[src/rtl/id_stage.sv]
// Decode stage with a two-entry skid buffer (main + skid) and registered decode fields.
// Optional opcode legality check is enabled by defining ID_STAGE_ILLEGAL_EN.
module id_stage #(
  parameter int unsigned DATA_WIDTH   = 64,
  parameter int unsigned INST_WIDTH   = 32,
  parameter int unsigned IMM_TYPE_NUM = 4,
  localparam int unsigned ImmW        = $clog2(IMM_TYPE_NUM)
) (
  input  logic                  clk,
  input  logic                  rst_n,
  input  logic                  in_valid,
  output logic                  in_ready,
  input  logic [INST_WIDTH-1:0] in_inst,
  input  logic [DATA_WIDTH-1:0] in_pc,
  input  logic                  flush,
  output logic                  out_valid,
  input  logic                  out_ready,
  output logic [INST_WIDTH-1:0] out_inst,
  output logic [DATA_WIDTH-1:0] out_pc,
  output logic [ImmW-1:0]       out_imm_type,
  output logic [4:0]            out_rs1,
  output logic [4:0]            out_rs2,
  output logic [4:0]            out_rd,
  output logic                  out_illegal
);

  typedef enum logic [1:0] {StEmpty, StOne, StFull} state_e;

  state_e                r_state;
  logic                  r_in_ready;
  logic                  r_out_valid;
  logic [INST_WIDTH-1:0] r_main_inst, r_skid_inst;
  logic [DATA_WIDTH-1:0] r_main_pc, r_skid_pc;
  logic [ImmW-1:0]       r_main_imm, r_skid_imm;

  logic                  w_in_xfer;
  logic                  w_out_xfer;
  logic                  w_main_from_in;
  logic                  w_main_from_skid;
  logic                  w_skid_from_in;
  logic [ImmW-1:0]       w_new_imm;

  function automatic logic [ImmW-1:0] f_imm_type(input logic [6:0] opcode,
                                                 input logic [2:0] funct3);
    logic [ImmW-1:0] imm;
    imm = ImmW'(0);
    case (opcode)
      7'b0010011: if (funct3 == 3'b001 || funct3 == 3'b101) imm = ImmW'(1);
      7'b0100011: imm = ImmW'(2);
      7'b0110111,
      7'b0010111: imm = ImmW'(3);
      default:    imm = ImmW'(0);
    endcase
    return imm;
  endfunction

  assign w_in_xfer  = in_valid & r_in_ready;
  assign w_out_xfer = r_out_valid & out_ready;
  assign w_new_imm  = f_imm_type(in_inst[6:0], in_inst[14:12]);

  // Main takes the new word when the stage was empty or main drains the same cycle.
  assign w_main_from_in   = !flush && w_in_xfer &&
                            ((r_state == StEmpty) || (r_state == StOne && w_out_xfer));
  assign w_skid_from_in   = !flush && w_in_xfer && (r_state == StOne) && !w_out_xfer;
  assign w_main_from_skid = !flush && w_out_xfer && (r_state == StFull);

  always_ff @(posedge clk or negedge rst_n) begin
    if (!rst_n) begin
      r_state     <= StEmpty;
      r_in_ready  <= 1'b1;
      r_out_valid <= 1'b0;
    end else if (flush) begin
      r_state     <= StEmpty;
      r_in_ready  <= 1'b1;
      r_out_valid <= 1'b0;
    end else begin
      unique case (r_state)
        StEmpty: begin
          if (w_in_xfer) begin
            r_state     <= StOne;
            r_out_valid <= 1'b1;
          end
        end
        StOne: begin
          if (w_in_xfer && !w_out_xfer) begin
            r_state    <= StFull;
            r_in_ready <= 1'b0;
          end else if (!w_in_xfer && w_out_xfer) begin
            r_state     <= StEmpty;
            r_out_valid <= 1'b0;
          end
        end
        StFull: begin
          if (w_out_xfer) begin
            r_state    <= StOne;
            r_in_ready <= 1'b1;
          end
        end
        default: begin
          r_state     <= StEmpty;
          r_in_ready  <= 1'b1;
          r_out_valid <= 1'b0;
        end
      endcase
    end
  end

  always_ff @(posedge clk or negedge rst_n) begin
    if (!rst_n) begin
      r_main_inst <= '0;
      r_main_pc   <= '0;
      r_main_imm  <= '0;
      r_skid_inst <= '0;
      r_skid_pc   <= '0;
      r_skid_imm  <= '0;
    end else begin
      if (w_main_from_in) begin
        r_main_inst <= in_inst;
        r_main_pc   <= in_pc;
        r_main_imm  <= w_new_imm;
      end else if (w_main_from_skid) begin
        r_main_inst <= r_skid_inst;
        r_main_pc   <= r_skid_pc;
        r_main_imm  <= r_skid_imm;
      end
      if (w_skid_from_in) begin
        r_skid_inst <= in_inst;
        r_skid_pc   <= in_pc;
        r_skid_imm  <= w_new_imm;
      end
    end
  end

`ifdef ID_STAGE_ILLEGAL_EN
  logic r_main_ill, r_skid_ill;
  logic w_new_ill;

  always_comb begin
    w_new_ill = 1'b1;
    case (in_inst[6:0])
      7'b0110011, 7'b0010011, 7'b0000011, 7'b0100011,
      7'b0110111, 7'b0010111, 7'b1100111, 7'b1100011,
      7'b1101111, 7'b1110011, 7'b0011011, 7'b0111011: w_new_ill = 1'b0;
      default: w_new_ill = 1'b1;
    endcase
  end

  always_ff @(posedge clk or negedge rst_n) begin
    if (!rst_n) begin
      r_main_ill <= 1'b0;
      r_skid_ill <= 1'b0;
    end else begin
      if (w_main_from_in) begin
        r_main_ill <= w_new_ill;
      end else if (w_main_from_skid) begin
        r_main_ill <= r_skid_ill;
      end
      if (w_skid_from_in) begin
        r_skid_ill <= w_new_ill;
      end
    end
  end

  assign out_illegal = r_main_ill;
`else
  assign out_illegal = 1'b0;
`endif

  assign in_ready     = r_in_ready;
  assign out_valid    = r_out_valid;
  assign out_inst     = r_main_inst;
  assign out_pc       = r_main_pc;
  assign out_imm_type = r_main_imm;
  assign out_rs1      = r_main_inst[19:15];
  assign out_rs2      = r_main_inst[24:20];
  assign out_rd       = r_main_inst[11:7];

endmodule
[config.mk]
export PLATFORM = sky130hd
export DESIGN_NAME = id_stage
export DESIGN_NICKNAME = d
export VERILOG_FILES = /design/src/rtl/id_stage.sv
export SDC_FILE = /design/constraint.sdc
export NUM_CORES = 1
export LEC_CHECK = 0
export CORE_ASPECT_RATIO = 1.1
export CORE_UTILIZATION = 50
export DETAILED_ROUTE_END_ITERATION = 8
export GPL_ROUTABILITY_DRIVEN = 1
export HOLD_SLACK_MARGIN = 0.1
export PLACE_DENSITY = 0.91
export SYNTH_ARGS = -nofsm -noshare
export SYNTH_HDL_FRONTEND = slang
export SYNTH_SLANG_ARGS = --single-unit
[constraint.sdc]
create_clock -name clk -period 2.5 [get_ports clk]
set_input_delay 0.375 -clock clk [delete_from_list [all_inputs] [get_ports clk]]
set_output_delay 0.375 -clock clk [all_outputs]
set_load 0.05 [all_outputs]
After elaboration in Yosys (flattened, before gate mapping) --
Index checks and enable logic that the tools add are counted.
Word-level totals: bits in registers 200, input bits 101, output and inout bits 116, word-level logic and storage cells 70
Cells by class: equal/unequal tests 16, multiplexer cells 23, bitwise gates (word level) 2, reductions and logical operators 20
Operators by type and width (count):
- $mux W64 | 2
- $mux W32 | 2
- $eq A7 B5 Y1 const B | 2
- $eq A7 B6 Y1 const B | 2
- $mux W2 | 7
- $pmux W2 S3 | 2
- $logic_and A1 B1 Y1 | 9
- $ne A3 B3 Y1 const B | 3
- $mux W1 | 8
- $ne A3 B2 Y1 const B | 2
- $pmux W1 S3 | 2
- $reduce_and A3 Y1 | 2
- $ne A2 B2 Y1 const B | 2
- $ne A4 B2 Y1 const B | 1
- $reduce_and A4 Y1 | 1
- $eq A3 B1 Y1 const B | 1
- $eq A3 B3 Y1 const B | 1
- $logic_not A1 Y1 | 3
- $and A1 B1 Y1 | 2
- $eq A2 B1 Y1 const B | 1
- $eq A2 B2 Y1 const B | 1
- $logic_not A2 Y1 | 1
- $logic_or A1 B1 Y1 | 2
- $reduce_bool A2 Y1 | 1
- $reduce_or A2 Y1 | 1

Longest topological paths before layout --
depth after elaboration 7, gate-level depth with buffers 8, mapped depth without buffers 7

Least setup slack after synthesis --
Ideal clock, no wire load.
kind flip-flop to flip-flop, start register r_in_ready, in the netlist in_ready, end register r_main_pc[0], in the netlist out_pc[0], setup time 0.125 ns, arrival 2.188 ns, data required time 2.375 ns, path slack 0.187 ns, cell stages (with the launch flop) 7, buffers on the path 2, clock period less this slack 2.313 ns, cell sequence dfstp_2 > nand2_2 > or4_4 > buf_6 > buf_12 > mux2_4 > mux2_4
On the way: word-level cells in the longest chain between the ends 4, elaborated cells on any way between the ends 5, those cells by class 1 x mux; 1 x bitwise; 3 x reduce/logical
RTL lines:
- from (decl) | line 30 | logic r_in_ready;
- from (signal assigned) | line 70 | r_in_ready <= 1'b1;
- from (signal assigned) | line 74 | r_in_ready <= 1'b1;
- from (signal assigned) | line 87 | r_in_ready <= 1'b0;
- $and A1 B1 Y1 (*) | line 57 | assign w_in_xfer = in_valid & r_in_ready;
- $logic_and A1 B1 Y1 (*) (2 in a row) | line 62 | assign w_main_from_in = !flush && w_in_xfer &&
- $mux W64 / $reduce_bool A2 Y1 (equally long branches)
- to (signal assigned) | line 119 | r_main_pc <= in_pc;
- to (signal assigned) | line 123 | r_main_pc <= r_skid_pc;
- to (decl) | line 33 | logic [DATA_WIDTH-1:0] r_main_pc, r_skid_pc;
Every way passes the cells marked *; elsewhere a longest branch is shown, timed or not. A chain may end at the register's enable or synchronous reset.

Worst setup path in the final report --
start register r_in_ready, in the netlist in_ready, end output port in_ready
RTL lines:
- to (decl) | line 12 | output logic in_ready,
No word-level cell between the ends.

==> flow_summary_export.csv <==
group,metric,value,unit
run_status,status,"completed",
yosys,ys_ff_latch,200,
yosys,muxShareOfSynthArea,0.321,
grt,grtUsageMet3,0.0603,
critical_path,cp.required,2.12,ns
yosys,yosys_most_used_dff,"dfrtp_1",
worst_hold_path,hold_class,"reg2reg",
route,dr.pass1.iters,4,
floorplanning,core,17900,um^2
clocking,clock_latency,0.42,ns
placed_design,dp_hpwl,13.2,mm
yosys,synth_xor_area_frac,0,
grt,grt_overflow,0,
route,drt-total-wl,19.4,mm
yosys,ys_seq_area_frac,0.541,
yosys,synth-simple-area-share,0.0196,
grt,grt_max_degree,72,
critical_path,critPathKind,"reg2out",
power,p_leak,5.48,nW
finish,antenna_cells,0,
grt,use_met2,0.384,
sta,fin_worst_skew,0.0106,ns
route,wire_per_inst,18.2,um
power,swShare,0.384,
grt,grt_pass1_wl,31.6,mm
route,drt_iter0_drc,259,
job,maxCapViolCount,0,
critical_path,start_kind,"flop",
critical_path,crit_chain,"clkdlybuf4s50_1",
yosys,ys_async_sr_fraction,1.00,
yosys,netlist_area,9250,um^2
yosys,synth.area.top_cells,"dfrtp_1 54%, mux2_4 20%, mux2_2 10%, a22oi_1 2.3%, o21ai_0 1.7%",
floorplanning,initial_utilization,0.516,
clocking,clock-root-buffer,"clkbuf_16",
sta,finalMaxSlewViolations,0,
yosys,synth_compound_area_frac,0.0579,
yosys,synth_fa_ha_area_frac,0.00270,
sta,maxSlewHeadroom,0.601,
sta,setup_viol,0,
clocking,htree_levels,4,
critical_path,worstSetupEndpointType,"primary output",
yosys,synth_top_area_cell,"dfrtp_1",
critical_path,worstSetupStartpoint,"in_ready",
route,drt.antenna.violating_nets,0,
yosys,ys_warn_count,0,
finish,drive_above_1_share,0.330,
placed_design,portBuffers,215,
yosys,yosysUniqueCellTypes,37,
yosys,yosysMostFrequentCell,"dfrtp_1",
critical_path,crit_fanout,4,
grt,track_usage,0.214,
clocking,path_clk_slew,0.07,ns
sta,fin_crit,2.17,ns
clocking,cts_tree,"built",
grt,grt.busiest_layer,"met2",
critical_path,critPathArrivalTime,1.80,ns
yosys,synth_enable_flop_cells,0,
grt,grt_antenna_before_repair,1,
sta,worstMarginPinSlew,0.598,ns
sta,max_freq,0.461,GHz
clocking,clk_path_buf_depth,2,
placed_design,gp_congestion,0.783,
critical_path,r2r-start,"in_ready",
critical_path,worst-path-buf-inv,1,
worst_hold_path,worstHoldStart,"r_skid_inst[12]",
yosys,synth_nets,720,
floorplanning,io_pins,217,
yosys,synthCells,617,
route,drc,0,
critical_path,critPathSlowestCell,"clkdlybuf4s50_1",
floorplanning,die_h,145,um
finish,fin_nets,920,
yosys,syn_avg_cell_area,15.0,um^2
power,vdd.ir_drop.worst,841,uV
power,intPower,9.74,mW
route,vias,5610,
clocking,cts_resized,0,
yosys,synth_common_cells,"199 x dfrtp_1, 126 x mux2_4, 86 x mux2_2",
power,p_seq_frac,0.352,
yosys,synth_top_cell_area_share,0.538,
yosys,synth_top_family_by_area,"multiplexers",
floorplanning,die-area,19100,um^2
power,clkPwrFrac,0.169,
floorplanning,die_x,132,um
sta,grt_setup_unrepaired,"no",
grt,use_met1,0.252,
power,powerDensity,1300,nW/um^2
floorplanning,rows,51,
grt,grt_pass1_vias,6170,
power,switching_power,6.08,mW
finish,syn_to_final_growth,31.4,%
sta,finalHoldViolations,0,
clocking,numCtsBuffers,17,
critical_path,slowest_delay,0.82,ns
power,combPwrFrac,0.479,
sta,timing.final.crit_share,0.869,
critical_path,path_delay_family,"buffers and inverters",
sta,hold_slack,0.495,ns
clocking,clock-sinks,200,
route,drt-vias-per-instance,5.26,
sta,tns,0,ns
finish,fill_cells,1224,
==> power groups by stage <==
stage	clock network, mW	registers (mW)	logic, mW
final	2.68	5.57	7.57
after floorplan	0	7.82	3.11
after global placement	0	5.50	7.43
after CTS	2.75	5.57	7.65
after global routing	2.89	5.75	7.91
after detailed placement	0	5.60	7.62
==> cells in the final DEF (no fill, tap or decap), drive strengths merged <==
cell	synthesis	final
a21boi	1	1
a21oi	2	2
a221o	2	2
a22oi	28	28
a2bb2oi	2	2
and2	1	1
buf	45	19
bufinv	0	2
clkbuf	9	21
clkdlybuf4s50	0	214
clkinv	0	4
clkinvlp	0	1
conb	1	1
dfrtp	199	199
dfstp	1	1
dlygate4sd3	0	1
ha	2	2
inv	31	34
mux2	222	222
nand2	6	6
nand2b	3	3
nand4b	1	1
nor2	6	6
nor3	2	2
nor3b	2	2
nor4	1	1
nor4bb	1	1
o211ai	1	1
o21ai	32	32
o21ba	1	1
o21bai	2	2
o221a	5	5
o32a	1	1
or3	5	5
or4	1	1
or4b	1	1
==> logic make-up (layout without fill, tap and decap cells) <==
kind of cell,after synthesis,after routing
muxes,222,222
DFF,200,200
buffers and inverters,85,296
AOI/OAI and AO/OA,77,77
and+or+nand+nor,30,30
adders and majority gates,2,2
other,1,1
==> stage by stage <==
step	utilization	std cells	area (um^2)	setup WS, ns	power [mW]
after floorplan	-	617	9250	0.187	10.9
after global placement	0.646	1035	11600	0.0795	12.9
after detailed placement	0.646	1035	11600	0.0246	13.2
after CTS	0.678	1066	12200	0.308	16.0
after global routing	0.678	1066	12200	0.273	16.6
final	0.678	1066	12200	0.328	15.8
==> metal layers <==
layer  share of wire  routed length, um
met1            0.42               8180
met2            0.51               9890
met3           0.056               1090
met4           0.011                218
met5               0                  0
==> final timing paths <==
kind | end | slack, ns | cells past startpoint
worst max-delay path | in_ready | 0.33 | 1
worst min-delay path | r_skid_inst[12] | 0.49 | 1
worst max register to register | out_pc[44] | 0.37 | 5
worst min register to register | r_skid_inst[12] | 0.49 | 1
max in group asynchronous | out_pc[31] | 1.24 | 3
min in group asynchronous | out_pc[24] | 0.54 | 2
==> state kept, by name, summed over array words and instances, names as in the netlist <==
register      cells
out_pc           64
r_skid_pc        64
out_inst         32
r_skid_inst      32
out_imm_type      2
r_skid_imm        2
r_state           2
in_ready          1
out_valid         1
==> timing repair <==
item	CTS	global route
endpoints found under the hold margin	67	0
buffers inserted	0	0
hold buffers	1	0
setup endpoints to repair	0	0
==> cell type report <==
type,instances,area [um^2],share of cell area
sequential,200,5010,0.412
timing repair buffer,235,2430,0.200
tap,238,298,0.0245
clock buffer,20,447,0.0367
clock inverter,10,118,0.00967
inverter,31,116,0.00957
multi-input combinational,332,3740,0.308
No activity file was read; power rests on OpenSTA's default activity.
